### config.mk
export PLATFORM = sky130hd
export DESIGN_NAME = mar_mem_seq
export DESIGN_NICKNAME = d
export VERILOG_FILES = /design/src/rtl/mar_mem_seq.sv
export SDC_FILE = /design/constraint.sdc
export NUM_CORES = 1
export LEC_CHECK = 0
export CELL_PAD_IN_SITES_DETAIL_PLACEMENT = 1
export CELL_PAD_IN_SITES_GLOBAL_PLACEMENT = 1
export CORE_ASPECT_RATIO = 0.8
export CORE_MARGIN = 2
export CORE_UTILIZATION = 26
export DETAILED_ROUTE_END_ITERATION = 7
export PLACE_DENSITY_LB_ADDON = 0.12
export SYNTH_ARGS = -nofsm -noshare
export SYNTH_HDL_FRONTEND = slang
export SYNTH_SLANG_ARGS = --single-unit
### constraint.sdc
create_clock -name clk -period 2.1 [get_ports clk]
set_input_delay 0.315 -clock clk [delete_from_list [all_inputs] [get_ports clk]]
set_output_delay 0.315 -clock clk [all_outputs]
set_load 0.01 [all_outputs]
### src/rtl/mar_mem_seq.sv
// Memory address register plus single-outstanding memory access sequencer.
// Range-checks the effective address, waits for mem_ack with a timeout, and returns read data via MDR.
module mar_mem_seq #(
  parameter int unsigned ADDR_W  = 10,
  parameter int unsigned TIMEOUT = 15
) (
  input  logic              clk,
  input  logic              reset,
  input  logic              MAR_ld,
  input  logic [31:0]       MAR_in,
  input  logic              rd,
  input  logic              wr,
  input  logic [31:0]       wdata,
  output logic [31:0]       MAR,
  output logic [31:0]       MDR,
  output logic              busy,
  output logic              done,
  output logic              err,
  output logic [ADDR_W-1:0] mem_addr,
  output logic              mem_cs,
  output logic              mem_we,
  output logic [31:0]       mem_wdata,
  input  logic [31:0]       mem_rdata,
  input  logic              mem_ack
);

  localparam int unsigned CNT_W = $clog2(TIMEOUT + 1);

  typedef enum logic [1:0] {S_IDLE, S_REQ, S_DONE, S_ERR} state_e;

  state_e              state_q, state_d;
  logic [31:0]         mar_q, mar_d;
  logic [31:0]         mdr_q, mdr_d;
  logic [ADDR_W-1:0]   addr_q, addr_d;
  logic [31:0]         wdata_q, wdata_d;
  logic                op_wr_q, op_wr_d;
  logic [CNT_W-1:0]    cnt_q, cnt_d;
  logic                busy_q, busy_d;
  logic                done_q, done_d;
  logic                err_q, err_d;
  logic                cs_q, cs_d;
  logic                we_q, we_d;
  logic [31:0]         eff_addr;

  // State and datapath registers
  always_ff @(posedge clk) begin
    if (reset) begin
      state_q <= S_IDLE;
      mar_q   <= '0;
      mdr_q   <= '0;
      addr_q  <= '0;
      wdata_q <= '0;
      op_wr_q <= 1'b0;
      cnt_q   <= '0;
      busy_q  <= 1'b0;
      done_q  <= 1'b0;
      err_q   <= 1'b0;
      cs_q    <= 1'b0;
      we_q    <= 1'b0;
    end else begin
      state_q <= state_d;
      mar_q   <= mar_d;
      mdr_q   <= mdr_d;
      addr_q  <= addr_d;
      wdata_q <= wdata_d;
      op_wr_q <= op_wr_d;
      cnt_q   <= cnt_d;
      busy_q  <= busy_d;
      done_q  <= done_d;
      err_q   <= err_d;
      cs_q    <= cs_d;
      we_q    <= we_d;
    end
  end

  // Next-state, datapath and registered-output decode
  always_comb begin
    state_d  = state_q;
    mar_d    = mar_q;
    mdr_d    = mdr_q;
    addr_d   = addr_q;
    wdata_d  = wdata_q;
    op_wr_d  = op_wr_q;
    cnt_d    = cnt_q;
    eff_addr = MAR_ld ? MAR_in : mar_q;

    case (state_q)
      S_IDLE: begin
        if (MAR_ld) mar_d = MAR_in;
        if (rd || wr) begin
          if ((rd && wr) || (eff_addr[31:ADDR_W] != '0)) begin
            state_d = S_ERR;
          end else begin
            state_d = S_REQ;
            addr_d  = eff_addr[ADDR_W-1:0];
            wdata_d = wdata;
            op_wr_d = wr;
            cnt_d   = CNT_W'(1);
          end
        end
      end
      S_REQ: begin
        // An ack on the final allowed cycle still wins over the timeout
        if (mem_ack) begin
          if (!op_wr_q) mdr_d = mem_rdata;
          state_d = S_DONE;
        end else if (cnt_q == CNT_W'(TIMEOUT)) begin
          state_d = S_ERR;
        end else begin
          cnt_d = cnt_q + CNT_W'(1);
        end
      end
      S_DONE:  state_d = S_IDLE;
      S_ERR:   state_d = S_IDLE;
      default: state_d = S_IDLE;
    endcase

    busy_d = (state_d != S_IDLE);
    done_d = (state_d == S_DONE) || (state_d == S_ERR);
    err_d  = (state_d == S_ERR);
    cs_d   = (state_d == S_REQ);
    we_d   = (state_d == S_REQ) && op_wr_d;
  end

  assign MAR       = mar_q;
  assign MDR       = mdr_q;
  assign busy      = busy_q;
  assign done      = done_q;
  assign err       = err_q;
  assign mem_addr  = addr_q;
  assign mem_cs    = cs_q;
  assign mem_we    = we_q;
  assign mem_wdata = wdata_q;

endmodule

==> results of run 1 <==
-- report_power, final --
group,total (mW),internal (mW),switching [mW]
Clock,3.11,2.04,1.06
Sequential,2.37,2.31,0.0612
Combinational,0.828,0.457,0.371
-- metrics by stage --
stage | power (mW) | std cells | cell area, um2
finish | 6.30 | 978 | 7770
global route | 6.59 | 978 | 7770
CTS | 6.40 | 976 | 7740
detailed placement | 3.24 | 939 | 7000
global placement | 3.22 | 939 | 7000
floorplan | 2.71 | 507 | 4520
-- cells in the mapped netlist, drive strengths merged, types with 3 or more instances --
cell,n
nor4,6
nor3,3
a21oi,70
nor2,54
buf,6
a211oi,11
o21ai,3
dfxtp,117
mux2i,43
nand2,135
clkbuf,28
-- flip-flops by register name, indices dropped and copies added (netlist names) --
name	count
MAR	32
MDR	32
mem_wdata	32
mem_addr	10
cnt_q	4
state_q	2
busy	1
err	1
mem_cs	1
mem_we	1
op_wr_q	1
-- worst min-delay path by stage --
stage                           from       end  slack (ps)
after floorplan             cnt_q[1]  cnt_q[1]         450
after global routing      MAR_in[17]   MAR[17]         290
after CTS                 MAR_in[17]   MAR[17]         270
after detailed placement      MDR[5]    MDR[5]         450
after global placement        MDR[3]    MDR[3]         440
final                     MAR_in[17]   MAR[17]         310
-- repair_timing --
item | in CTS | in global routing
cloned | 2 | 1
pin swaps | 3 | 2
setup buffers | 3 | 2
setup endpoints to repair | 49 | 42
resized for setup | 11 | 9
-- kinds of logic (layout without fill, tap and decap cells) --
family,after synthesis,in the layout,share of synthesized area [%]
flip-flops,117,117,51.9
AND/OR/NAND/NOR,213,213,20.0
adder cells (fa/ha/maj),1,1,0.277
buffers and inverters,36,282,4.88
multiplexers,43,43,9.53
AO/OA/AOI/OAI,97,97,13.4
-- metal layers --
layer / up-vias / global-route usage [%] / part of all wire (%)
li1: 2178 / - / -
met1: 2101 / 20.6 / 43
met2: 131 / 26.9 / 47
met3: 18 / 7.98 / 8.9
met4: 0 / 5.67 / 1.3
met5: - / 0 / 0
-- cell type report --
class | instances | area, um2 | area share, %
well taps | 225 | 282 | 3.62
clock inverters | 13 | 180 | 2.32
repair buffers | 248 | 2510 | 32.3
multi-input cells | 354 | 2000 | 25.7
flip-flops and latches | 117 | 2340 | 30.2
clock buffers | 19 | 453 | 5.83
inverters | 2 | 7.51 | 0.0966
-- worst max-delay path, stage by stage, from the launching register on --
cell and delay (ps):
sky130_fd_sc_hd__dfxtp_2 320, sky130_fd_sc_hd__or4_4 520, sky130_fd_sc_hd__o22ai_2 120, sky130_fd_sc_hd__o2111a_2 240, sky130_fd_sc_hd__and3_4 290, sky130_fd_sc_hd__buf_6 130
sky130_fd_sc_hd__buf_16 120, sky130_fd_sc_hd__mux2i_1 180, sky130_fd_sc_hd__nor2_1 60
==> results.md, run 1 <==
Status:
- The flow ran to the end, but the final reports show violations.
- The final reports fail on setup timing.

Logic synthesis:
- The netlist area before placement is 4520 um2.
- The share of synthesized registers carrying an async set or reset is 0%.
- The predominant post-synthesis flop cell is sky130_fd_sc_hd__dfxtp_1.
- The synthesis-stage register bit count is 117.
- The cell type with the largest total area after synthesis is sky130_fd_sc_hd__dfxtp_1.
- In this run the biggest area consumer among cell types represents 51.9% of the synthesized area.
- The number of enable-type register cells in the synthesized netlist is 0.
- The share of synthesized area occupied by flip-flops and latches is 51.9%.
- After synthesis, the mean cell area works out to 8.91 um2.
- The synthesized net count is 610.
- The count of unique library cells instantiated by Yosys is 39.
- The cell count after synthesis came out at 507.
- After synthesis, the cell types taking the most area are sky130_fd_sc_hd__dfxtp_1 (52%), sky130_fd_sc_hd__nand2_1 (11%), sky130_fd_sc_hd__mux2i_1 (9.5%).
- The count of synthesis-stage warnings from yosys is 0.

Global route:
- The number of antenna violations at the first check in global routing is 0.
- The wire length of the first global-routing pass is 24000 um.
- Across every metal layer, demand over resource in global routing totals 17.1%.
- The number of global-route vias before repair is 4627.
- The overall overflow remaining after global route is 0.
- The pin count of the biggest net entering global routing is 114.

Worst setup path:
- The worst path required time is 2370 ps.
- The reg2reg setup slack is -30 ps.
- The start point of the critical path is MAR[26].
- The worst setup path is captured at a flop.
- The count of cells along the worst register-to-register path is 8.
- The endpoint arrival time on the critical path is 2400 ps.
- The startpoint type of the worst setup path is a flop.
- The endpoint of the lowest-slack register-to-register path is mem_wdata[9].
- The end point of the critical path is mem_wdata[9].
- In this run the critical register-to-register path is launched from MAR[26].
- The critical-path maximum fanout is 6.
- The critical path is of the reg -> reg type.

Drt:
- The detail-routed net length per standard cell is 16.1 um.
- After detailed routing, the number of remaining DRC violations is 0.
- The vias per cell is 4.53.
- The routed wire length is 15800 um.
- The number of nets still failing antenna checks after routing is 0.
- The first routing iteration left 153 violations.
- The via count of the routed design is 4428.
- The first TritonRoute pass finished after 4 iterations.

Finish:
- The library cell used most frequently in the layout, excluding fill and tap cells, is sky130_fd_sc_hd__clkdlybuf4s50_1.
- Counting the fill cells in the layout gives 1955.
- Cells with a size suffix above 1 make up 13.8% of the layout.
- Cells fill 45.3% of the core in the end.
- The repair_antennas step left the layout with diodes totalling 0.
- The number of nets at the end of the flow is 843.
- Compared with the post-synthesis result, the final layout area differs by 72.2%.
- Leaving out fill and tap cells, the most frequent cells in the layout are sky130_fd_sc_hd__clkdlybuf4s50_1 (207), sky130_fd_sc_hd__nand2_1 (135), sky130_fd_sc_hd__dfxtp_1 (115).

Die:
- In this run the vertical extent of the chip is 122 um.
- During I/O placement, the number of pins put on the boundary was 213.
- The core region is 17200 um2.
- The floorplan die area is 18400 um2.
- The floorplan has 43 rows.
- The horizontal extent of the die is 151 um.
- Once the floorplan was initialized, standard cells occupied 26.3% of the core.

Clock network:
- The latest clock arrival within the worst-skew pair is 420 ps.
- The clock sink count is 117.
- The number of buffers on the longest clock path is 2.
- The root buffer cell is sky130_fd_sc_hd__clkbuf_16.
- The total clock buffers created by CTS is 17.
- The H-tree was split into 4 levels.
- The clock input transition at the sequential cells of the worst setup and hold paths is 60 ps.
- The post-cts hold buffer count is 0.
- The TritonCTS clock tree is yes.

STA:
- Setup violations remaining at the end of the flow were counted as 7.
- The hold slack is 308 ps.
- For the pin with the worst max-slew slack, the measured transition is 591 ps.
- The fmax is 0.470 GHz.
- The relative slew slack is 60.6%.
- The worst clock skew is 7.96 ps.
- Setup slack on the critical path of the routed design comes to -28.2 ps.
- The total count of max-transition violations in the final report came to 0.
- Setup repair after global routing could not meet its margin everywhere.
- In the final timing run, aggregate negative setup slack is -85.0 ps.
- The number of hold violations in the final report came to 0.
- The period utilization is 101%.
- The routed design could run at a clock period as short as 2130 ps.

Pwr:
- Power spread over the standard cell area amounts to 811 nW/um2.
- The peak supply drop is 0.000556 V.
- For this design the static power due to leakage is 2.79 nW.

Place:
- The detailed placer's ending HPWL is 11100 um.
- Routability-driven placement finished with a final weighted congestion of 0.790.
- In this run the tool buffered the top-level ports with 212 buffer cells.
- The pre-CTS setup slack is -699 ps.

Min path:
- The type of the tightest min-delay check is in -> reg.
- The worst hold path passes through 3 cells.

Flow run:
- The max-capacitance violation count is 0.
Note: power is estimated with default switching activity, not from simulation.
==> run 2, diff against run 1 <==
- GPL_ROUTABILITY_DRIVEN: unset -> 0
==> results of run 2 <==
Final layout, timing and power as in run 1 (identical DEF).
==> run 3, diff against run 2 <==
- MAX_ROUTING_LAYER: unset -> met4
- SKIP_LAST_GASP: unset -> 1
==> run 3 against run 2 <==
The flow still finishes with violations (setup timing). Clock power hardly changed. Register-to-register slack hardly changed. Fmax is 0.23% higher. Critical endpoint unchanged. Cell count stayed put. Hold slack hardly changed. Total power hardly changed. Sequential share of layout area stayed put. Routed wire length is 0.10% higher. Combinational power hardly changed. Global-route usage is 0.53 points higher. Sequential power hardly changed. Non-clock buffer count stayed put.
==> results.md, run 3 (same netlist as run 1, synthesis figures left out) <==
Die:
- The number of placed I/O pins was 213 (unchanged).
- The floorplan die area came to 18400 um2 (unchanged).
- The effective utilization at floorplan was 26.3% (unchanged).
- The floorplan die height came to 122 um (unchanged).
- The horizontal extent of the die is 151 um (unchanged).
- The number of placement rows was 43 (unchanged).
- The placeable core region is 17200 um2 (unchanged).

Clock network:
- The number of buffers on the longest clock path is 2 (unchanged).
- The clock input transition at the sequential cells of the worst setup and hold paths came to 60 ps (about the same).
- The latest clock arrival within the worst-skew pair is 420 ps (about the same).
- The clock sink count was 117 (unchanged).
- The tree is rooted in a sky130_fd_sc_hd__clkbuf_16.
- The H-tree depth reported by CTS was 4 (unchanged).
- TritonCTS built the clock tree.
- The total clock buffers created by CTS is 17 (unchanged).

Worst setup path:
- The endpoint arrival time on the critical path is 2400 ps (about the same).
- The critical-path maximum fanout is 6 (unchanged).
- The critical path is of the reg -> reg type.
- The worst path required time is 2380 ps (about the same).
- The reg2reg setup slack is -20 ps (about the same).
- The reg-to-reg critical path startpoint is MAR[26].
- The endpoint class of the critical path is a flop.
- The endpoint of the lowest-slack register-to-register path is mem_wdata[9].
- STA classifies the critical path startpoint as a flop.
- The count of cells along the worst register-to-register path is 8 (unchanged).

Drt:
- The detail-routed net length per standard cell is 16.1 um (+0.10%).
- The vias per cell came to 4.54 (+0.29%).
- The via count of the routed design is 4441 (+0.29%).
- The routed wire length is 15800 um (+0.10%).
- The detailed-routing iteration count for the pre-antenna-repair pass came to 4 (unchanged).
- The starting DRC count in detailed routing came to 145 (-5.2%).
- The count of unresolved DRC violations after routing is 0 (unchanged).
- The number of nets still failing antenna checks after routing is 0 (unchanged).

Finish:
- The share of cells above drive strength 1 was 13.8% (unchanged).
- The number of nets at the end of the flow is 843 (unchanged).
- The share of the core filled with cells was 45.3% (unchanged).
- The number of inserted diodes came to 0 (unchanged).
- The library cells used most frequently in the layout, excluding fill and tap cells, are sky130_fd_sc_hd__clkdlybuf4s50_1 (207), sky130_fd_sc_hd__nand2_1 (135), sky130_fd_sc_hd__dfxtp_1 (115).
- The area added between synthesis and finish is 72.2% (unchanged).
- Leaving out fill and tap cells, the most frequent cell in the layout is sky130_fd_sc_hd__clkdlybuf4s50_1.
- The summed area of non-filler cells in the final layout is 7770 um2 (unchanged).

Min path:
- The end point of the worst hold path is MAR[17].
- The startpoint of the tightest hold check path is MAR_in[17].
- The number of cells on the worst hold path is 3 (unchanged).
- The min-delay analysis places its worst path in the category in -> reg.

Place:
- The detailed placer's ending HPWL is 11100 um (unchanged).
- The number of buffers inserted by port buffering was 212 (unchanged).
- The total cell area at the placement stage is 7000 um2 (unchanged).

Pwr:
- The clock network fraction of total power came to 49.3% (about the same).
- The power per cell area is 811 nW/um2 (about the same).
- The post-layout total power is 6.30 mW (about the same).
- The internal power is 4.81 mW (about the same).
- The power dissipated by switching net loads is 1.50 mW (about the same).
- The peak supply drop is 0.000557 V (+0.24%).
- The leakage dissipation is 2.79 nW (unchanged).
- The fraction of power consumed by combinational cells came to 13.1% (about the same).
- The fraction of power consumed by sequential logic is 37.6% (about the same).
- The net switching fraction of the power was 23.8% (about the same).

Flow run:
- The max-capacitance violation count is 0 (unchanged).

Global route:
- The pin count of the biggest net entering global routing was 114 (unchanged).
- The number of global-route vias before repair is 4642 (+0.32%).
- The overall overflow remaining after global route is 0 (unchanged).
- The number of antenna violations at the first check in global routing came to 0 (unchanged).
- The wire length of the first global-routing pass was 24000 um (about the same).
- The total routing usage reported by global routing is 17.6% (+0.53 points).

STA:
- The worst path setup slack after routing is -23.2 ps (+4.95 ps).
- Setup repair after global routing could not meet its margin everywhere.
- The relative slew slack is 61.4% (+0.85 points).
- The number of hold violations in the final report is 0 (unchanged).
- The period utilization is 101% (-0.24 points).
- The worst clock skew is 10.0 ps (+2.09 ps).
- The hold slack is 308 ps (-0.296 ps).
- The time the worst path needs with I/O delays and setup came to 2120 ps (-4.95 ps).
- The total count of max-transition violations in the final report is 0 (unchanged).
- The fmax is 0.471 GHz (+0.23%).
- The final number of setup-violating endpoints is 5 (-2).
- The total negative slack for setup checks is -53.4 ps (+31.6 ps).
- The slew at the pin with the worst max-slew slack was 579 ps (-12.7 ps).

Status:
- The checks that failed: setup timing.
- The flow ran to the end, but the final reports show violations.
run 3: cell counts in the layout (fill, tap and decap cells not counted):
No cell type changed its count.
run 3: timing repair:
item / 4_1_cts / 5_1_grt
setup buffers: 3 / 2
hold buffers: 0 / 0
endpoints found under the setup margin: 49 / 42
cloned: 2 / 1
pin swaps: 3 / 2
resized for setup: 11 / 9
run 3: layer usage:
layer  wire length (um)  GRT usage, %
met5                  0             -
met4                210          5.67
met3               1290          7.45
met2               7360          26.8
met1               6930          21.1
run 3: per-stage QoR:
| step | setup WS [ps] | instances |
|---|---|---|
| floorplan | 117 | 507 |
| global placement | -533 | 939 |
| detailed placement | -699 | 939 |
| CTS | -67.6 | 976 |
| global route | -122 | 978 |
| finish | -23.2 | 978 |
run 3: power groups by stage:
stage | clock network (mW) | logic [mW] | registers (mW)
6_report | 3.11 | 0.828 | 2.37
3_5_place_dp | 0 | 0.825 | 2.42
5_1_grt | 3.30 | 0.903 | 2.38
4_1_cts | 3.19 | 0.839 | 2.37
3_3_place_gp | 0 | 0.813 | 2.41
2_1_floorplan | 0 | 0.265 | 2.44
run 3: cell type report:
type | instances | area [um2]
Clock buffer | 19 | 453
Tap cell | 225 | 282
Fill cell | 1955 | 9390
Inverter | 2 | 7.51
Timing Repair Buffer | 248 | 2510
Clock inverter | 13 | 180
Multi-Input combinational cell | 354 | 2000
Sequential cell | 117 | 2340
run 3: worst max-delay path: stages, from the launching register on:
cell and delay [ps]:
sky130_fd_sc_hd__dfxtp_2 320, sky130_fd_sc_hd__or4_4 520, sky130_fd_sc_hd__o22ai_2 110, sky130_fd_sc_hd__o2111a_2 240, sky130_fd_sc_hd__and3_4 290, sky130_fd_sc_hd__buf_6 130, sky130_fd_sc_hd__buf_16 120, sky130_fd_sc_hd__mux2i_1 180
sky130_fd_sc_hd__nor2_1 60
run 3: how the worst max path moves through the flow:
stage	startpoint	to	slack, ps	depth (start not counted)
3_5_place_dp	MAR_ld	mem_wdata[7]	-700	9
3_3_place_gp	MAR_ld	mem_wdata[6]	-530	9
4_1_cts	MAR[26]	mem_wdata[3]	-70	7
5_1_grt	MAR[22]	mem_wdata[10]	-120	8
6_report	MAR[26]	mem_wdata[9]	-20	8
2_1_floorplan	MAR[22]	mem_wdata[10]	120	8
